[src/rtl/issue_rat_redeem_queue_pkg.sv]
// Shared issue-stage constants and the redeem-queue entry layout.
// Kept in one package so rename, free list and redeem queue agree on widths.
package issue_rat_redeem_queue_pkg;

    localparam int PRF_W = 6;
    localparam int FGR_W = 4;

    typedef logic [PRF_W-1:0] prf_t;

    typedef struct packed {
        prf_t prf;
        logic nodest;
    } rat_entry_t;

endpackage

[src/rtl/issue_rat_redeem_queue.sv]
// Holds previous PRF mappings from rename until retire, then drains them in
// order to the free list. Flush discards only entries that have not retired.
module issue_rat_redeem_queue
    import issue_rat_redeem_queue_pkg::*;
#(
    parameter int DEPTH = 16
) (
    input  logic                     clk,
    input  logic                     reset,
    input  logic [PRF_W-1:0]         i_enq_prf,
    input  logic                     i_enq_nodest,
    input  logic                     i_enq_valid,
    output logic                     o_enq_ready,
    input  logic                     i_retire_valid,
    input  logic                     i_flush_valid,
    output logic [PRF_W-1:0]         o_redeemed_prf,
    output logic                     o_redeemed_valid,
    input  logic                     i_redeemed_ready,
    output logic [$clog2(DEPTH):0]   o_count
);

    localparam int IW = $clog2(DEPTH);
    localparam int PW = IW + 1;

    typedef logic [PW-1:0] ptr_t;

    ptr_t       wr_ptr, ret_ptr, rd_ptr;
    ptr_t       wr_next, ret_next, rd_next;
    ptr_t       count;
    rat_entry_t mem [DEPTH];
    rat_entry_t head;
    logic       full;
    logic       enq_fire;
    logic       retire_fire;
    logic       drain_pending;
    logic       deq_fire;

    // Wrap bit in the MSB lets plain subtraction give occupancy across wrap.
    assign count         = wr_ptr - rd_ptr;
    assign full          = (count == ptr_t'(DEPTH));
    assign enq_fire      = i_enq_valid && o_enq_ready;
    assign retire_fire   = i_retire_valid && (ret_ptr != wr_ptr);
    assign drain_pending = (rd_ptr != ret_ptr);
    assign head          = mem[rd_ptr[IW-1:0]];
    // Entries without a PRF are skipped in one cycle without a handshake.
    assign deq_fire      = drain_pending && (head.nodest || i_redeemed_ready);

    always_comb begin
        ret_next = ret_ptr + ptr_t'(retire_fire);
        rd_next  = rd_ptr + ptr_t'(deq_fire);
        wr_next  = i_flush_valid ? ret_next : wr_ptr + ptr_t'(enq_fire);
    end

    always_ff @(posedge clk or posedge reset) begin
        if (reset) begin
            wr_ptr  <= '0;
            ret_ptr <= '0;
            rd_ptr  <= '0;
        end else begin
            wr_ptr  <= wr_next;
            ret_ptr <= ret_next;
            rd_ptr  <= rd_next;
        end
    end

    // NOTE: storage is deliberately not reset; an entry is only read after
    // it has been written, so clearing the array would buy nothing.
    always_ff @(posedge clk) begin
        if (enq_fire) begin
            mem[wr_ptr[IW-1:0]] <= '{prf: i_enq_prf, nodest: i_enq_nodest};
        end
    end

    assign o_enq_ready      = !full && !i_flush_valid;
    assign o_redeemed_valid = drain_pending && !head.nodest;
    assign o_redeemed_prf   = o_redeemed_valid ? head.prf : '0;
    assign o_count          = count;

endmodule
[config.mk]
export PLATFORM = sky130hd
export DESIGN_NAME = issue_rat_redeem_queue
export DESIGN_NICKNAME = d
export VERILOG_FILES = /design/src/rtl/issue_rat_redeem_queue_pkg.sv /design/src/rtl/issue_rat_redeem_queue.sv
export SDC_FILE = /design/constraint.sdc
export NUM_CORES = 1
export LEC_CHECK = 0
export BUFFER_PORTS_ARGS = -buffer_cell sky130_fd_sc_hd__buf_2
export CORE_MARGIN = 4
export CORE_UTILIZATION = 54
export CTS_CLUSTER_DIAMETER = 120
export DETAILED_ROUTE_END_ITERATION = 10
export GPL_TIMING_DRIVEN = 1
export PLACE_DENSITY = 0.67
export SLEW_MARGIN = 15
export SYNTH_ARGS = -nofsm -noshare
export SYNTH_HDL_FRONTEND = slang
export SYNTH_SLANG_ARGS = --single-unit
[constraint.sdc]
create_clock -name clk -period 3.68 [get_ports clk]
set_input_delay 0.552 -clock clk [delete_from_list [all_inputs] [get_ports clk]]
set_output_delay 0.552 -clock clk [all_outputs]
set_load 0.02 [all_outputs]
* After elaboration in Yosys (flattened, before gate mapping)
Memory sizes are Yosys's and may differ from the RTL's. Cells that the tools add are included.
Word-level totals: register bits after elaboration 15, RAM bits 112, output and inout bits 13, memories kept 1
Cells by class: $add $sub $neg 4, equal/unequal tests 3, muxes and demuxes 4, reduce and logical (&&, ||, !) cells 9
Memory list:
- mem | depth 16, width 7, read ports 1, clocked after Yosys merged registers in 0, wr ports 1, line issue_rat_redeem_queue.sv:30 | rat_entry_t mem [DEPTH];
Operators by type and width (number):
- $add 5x1->5 | 3
- $ne 5x5->1 | 2
- $mux 6 | 1
- $eq 5x5->1 const B | 1
- $logic_and 1x1->1 | 5
- $mux 5 | 1
- $sub 5x5->5 | 1
- $logic_not 1->1 | 3
- $mux 1 | 2
- $logic_or 1x1->1 | 1

* Longest topological paths before layout
word-level depth 7, depth in mapped cells 17, gate-level depth less buffers 14

* Worst setup path before layout
OpenSTA, ideal clock, no wires.
path kind register -> register, from reg rd_ptr[2], to reg wr_ptr[1], setup time 0.128 ns, arrival time 3.426 ns, path slack 0.126 ns, stages on the path, launching flop included 16, path through dfrtp_1 buf_2 buf_2 clkbuf_1 inv_2 ha_1 a21o_1 a21oi_1 xnor2_1 o211a_1 buf_2 buf_2 nor2_1 ha_1 ha_1 mux2_1
Between the ends: word-level cells in the longest chain between the ends 7
RTL lines:
- start, declared | line issue_rat_redeem_queue.sv:27 | ptr_t wr_ptr, ret_ptr, rd_ptr;
- start signal, assigned | line issue_rat_redeem_queue.sv:62 | rd_ptr <= rd_next;
- $sub 5x5->5 | line issue_rat_redeem_queue.sv:39 | assign count = wr_ptr - rd_ptr;
- net o_count[4] | line issue_rat_redeem_queue.sv:19 | output logic [$clog2(DEPTH):0] o_count
- $eq 5x5->1 | line issue_rat_redeem_queue.sv:40 | assign full = (count == ptr_t'(DEPTH));
- $logic_not 1->1 | line issue_rat_redeem_queue.sv:74 | assign o_enq_ready = !full && !i_flush_valid;
- $logic_and 1x1->1 | line issue_rat_redeem_queue.sv:74
- $logic_and 1x1->1 | line issue_rat_redeem_queue.sv:41 | assign enq_fire = i_enq_valid && o_enq_ready;
- $add 5x1->5 | line issue_rat_redeem_queue.sv:51 | wr_next = i_flush_valid ? ret_next : wr_ptr + ptr_t'(enq_fire);
- $mux 5 | line issue_rat_redeem_queue.sv:51
- net wr_next[1] | line issue_rat_redeem_queue.sv:28 | ptr_t wr_next, ret_next, rd_next;
- end signal, assigned | line issue_rat_redeem_queue.sv:60 | wr_ptr <= wr_next;
- end, declared | line issue_rat_redeem_queue.sv:27
The timed path passes the listed nets, and every way through them passes these cells.

* Final worst setup path
from reg wr_ptr[0], to out o_enq_ready
Between the ends: word-level cells in the longest chain between the ends 4
RTL lines:
- $sub 5x5->5 | line issue_rat_redeem_queue.sv:39
- $eq 5x5->1 | line issue_rat_redeem_queue.sv:40
- $logic_not 1->1 | line issue_rat_redeem_queue.sv:74
- $logic_and 1x1->1 | line issue_rat_redeem_queue.sv:74
- end, declared | line issue_rat_redeem_queue.sv:13 | output logic o_enq_ready,
No other way between the ends.

==> metrics.txt <==
status finished clean; Pwr Total between 5 and 6 mW; Critical Path AT slightly below 3 ns; power per standard cell area 873 nW/um2; antenna-violating nets left 0; RSZ-0062 raised after global routing no; Yosys warning count 0; CTS root buf clkbuf_8; antenna violations before repair 0; GRT Total Usage 0.212; WL/cell around 22 um; synthesized area 5450 um2; Num CTS Buffers 17; clock sink count ~130; Net Count, Synth approximately 340; DRT Wirelength roughly 11 mm; CP Cell Sequence inv_1 > ha_1 > inv_1 > fa_1 > a21o_1 > a21oi_1 > xnor2_1 > o211a_1 > nor2_1 > buf_2; post-route cell area ~6300 um2; final hold slack ~0.10 ns; vias about 2.9k; Std-Cell Rows 36; crit start category flop; first-pass GRT wire length 17.3 mm; sequential-to-total area share from yosys stat 0.686; Die Height roughly 110 um; CTS tree yes; fin crit period ~3.5 ns; CP most frequent cell inv_1; Req. time, crit path between 3 and 4 ns; Mean Syn Cell Area 17.2 um2; # DRC 0; Pre-Repair DR Iteration Count 5; DP HPWL approximately 7.1 mm; area grow syn2layout 16.4%; HP Class primary input to asynchronous set/reset pin; DIE WIDTH roughly 110 um; postcts setup bufs 0; Via density approximately 5.7; post-cts sizing count 0; Final Non-Filler Cells 506; Core Footprint roughly 9800 um2; Die ar. 11,800 um2; Top-Level Pins 26; Placed Area between 5000 and 6000 um2; cell count after placement around 480; Skew-Pair Late Insertion Delay about 0.52 ns; Rel. slew slack 0.532; n_diodes 0; nets slightly below 400; gr ovfl total 0; # Max-Cap Violations 0; Final Max Tran Viols 0; count of cell types in the netlist 40; initial core utilization 0.555; worst-margin pin slew around 0.7 ns; Crit Path Max Fanout 18; vias in the first global route ~3k; Worst Skew about 0.012 ns; # fillers between 700 and 800; CP endpoint kind output pin; setup TNS 0 ns; critical path's slowest cell o211a_1; Setup CP Type flop to output pin; # hold bufs at CTS 0; Fin. Hold Viols 0; VDD IR max approximately 0.66 mV; Slowest Stage Delay on Critical Path approximately 0.49 ns; maximum clock insertion buffer count 2; Syn Inst Count between 300 and 400; period utilisation layout 0.942; LEAKAGE approximately 2.2 nW; area of the multi-input gates approximately 1600 um2; number of synthesized register bits roughly 130; CTS H-tree depth 4; DRT iter0 DRCs 264; Worst-path clk slew 0.06 ns; storage element area between 3000 and 4000 um2; final RePlAce weighted congestion approximately 0.79; Max Fclk approximately 290 MHz; # setup viols final 0; layout cells sized above 1 0.306; pin count of the biggest net entering global routing 31; I/O Buffers 25
-- report_power, final --
part	total, mW	internal [mW]	switching [mW]
combinational	2.09	0.870	1.22
clock	1.56	0.962	0.601
sequential	1.88	1.73	0.158
total	5.54	3.56	1.98
-- synthesized netlist by cell type, drive strengths merged --
cell	n	area share
edfxtp	112	0.62
nand2	32	0.022
mux4	27	0.11
dfrtp	15	0.069
xnor2	12	0.019
buf	11	0.012
ha	10	0.023
xor2	10	0.016
inv	9	0.0062
nand3	9	0.0092
and3	7	0.0080
clkbuf	7	0.0048
nor3	7	0.0064
nor3b	7	0.0096
a311oi	6	0.017
nor2	6	0.0041
nand2b	4	0.0064
nor4	4	0.0046
o21ai	4	0.0037
mux2	3	0.0062
a21oi	2	0.0018
mux2i	2	0.0037
o22ai	2	0.0023
a21o	1	0.0014
a31o	1	0.0016
clkinv	1	0.0016
fa	1	0.0037
nor2b	1	0.0011
o211a	1	0.0018
o21a	1	0.0014
o31a	1	0.0016
or3b	1	0.0016
-- metal layers --
metal | global-route usage | vias up | share of wire
li1 | - | 1316 | -
met1 | 0.289 | 1463 | 0.43
met2 | 0.336 | 89 | 0.50
met3 | 0.0591 | 10 | 0.061
met4 | 0.0658 | 0 | 0.011
met5 | 0 | - | 0
-- sequential cells by signal, indices dropped and copies added, names as in the netlist --
register	cells
rd_ptr	5
ret_ptr	5
mem	112
wr_ptr	5
-- logic make-up (layout without fill, tap and decap cells) --
kind of cell,Yosys count,count (layout),synth area share
flip-flops,127,127,0.686
AND/OR/NAND/NOR,78,78,0.0733
multiplexers,32,32,0.121
buffers and inverters,28,84,0.0248
XOR/XNOR,22,22,0.0354
AO/OA/AOI/OAI,19,19,0.0322
adder cells (fa/ha/maj),11,11,0.0266
-- path summary, 6_finish.rpt --
check	start	end	slack, ns	cells after the start
worst max-delay path	wr_ptr[0]$_DFF_PP0_	o_enq_ready	0.21	10
worst min-delay path	reset	ret_ptr[0]$_DFF_PP0_	0.10	2
min in group clk	i_flush_valid	wr_ptr[4]$_DFF_PP0_	0.37	3
worst max register to register	wr_ptr[0]$_DFF_PP0_	wr_ptr[1]$_DFF_PP0_	0.54	12
worst min register to register	rd_ptr[4]$_DFF_PP0_	rd_ptr[4]$_DFF_PP0_	0.56	1
max in group asynchronous	reset	rd_ptr[0]$_DFF_PP0_	3.13	2
-- per-stage QoR --
step           utilization  setup WS [ns]
6_report             0.646          0.215
5_1_grt              0.646        0.00208
3_3_place_gp         0.589          0.619
3_5_place_dp         0.589          0.533
4_1_cts              0.646          0.182
2_1_floorplan            -          0.126
-- layout by cell type, fill, tap and decap left out, drive strengths merged --
cell type	instances
a21o	1
a21oi	2
a311oi	6
a31o	1
and3	7
buf	43
bufinv	2
clkbuf	19
clkinv	4
clkinvlp	4
dfrtp	15
edfxtp	112
fa	1
ha	10
inv	12
mux2	3
mux2i	2
mux4	27
nand2	32
nand2b	4
nand3	9
nor2	6
nor2b	1
nor3	7
nor3b	7
nor4	4
o211a	1
o21a	1
o21ai	4
o22ai	2
o31a	1
or3b	1
xnor2	12
xor2	10
-- final cells by class --
| class | instances | share of cell area |
|---|---|---|
| clock buffers | 19 | 0.0665 |
| clock inverters | 12 | 0.0213 |
| repair buffers | 43 | 0.0410 |
| inverters | 10 | 0.00671 |
| well taps | 133 | 0.0262 |
| flip-flops and latches | 127 | 0.590 |
| multi-input cells | 162 | 0.248 |
-- worst max-delay path, delay by kind of cell, from the launching register on --
kind / cells / cell delay, ns
AOI/OAI and AO/OA: 3 / 0.83
adders and majority gates: 2 / 0.57
DFF: 1 / 0.45
buffers and inverters: 3 / 0.33
xor gates and xnor gates: 1 / 0.15
and+or+nand+nor: 1 / 0.07
Power figures use the tool's default switching activity.
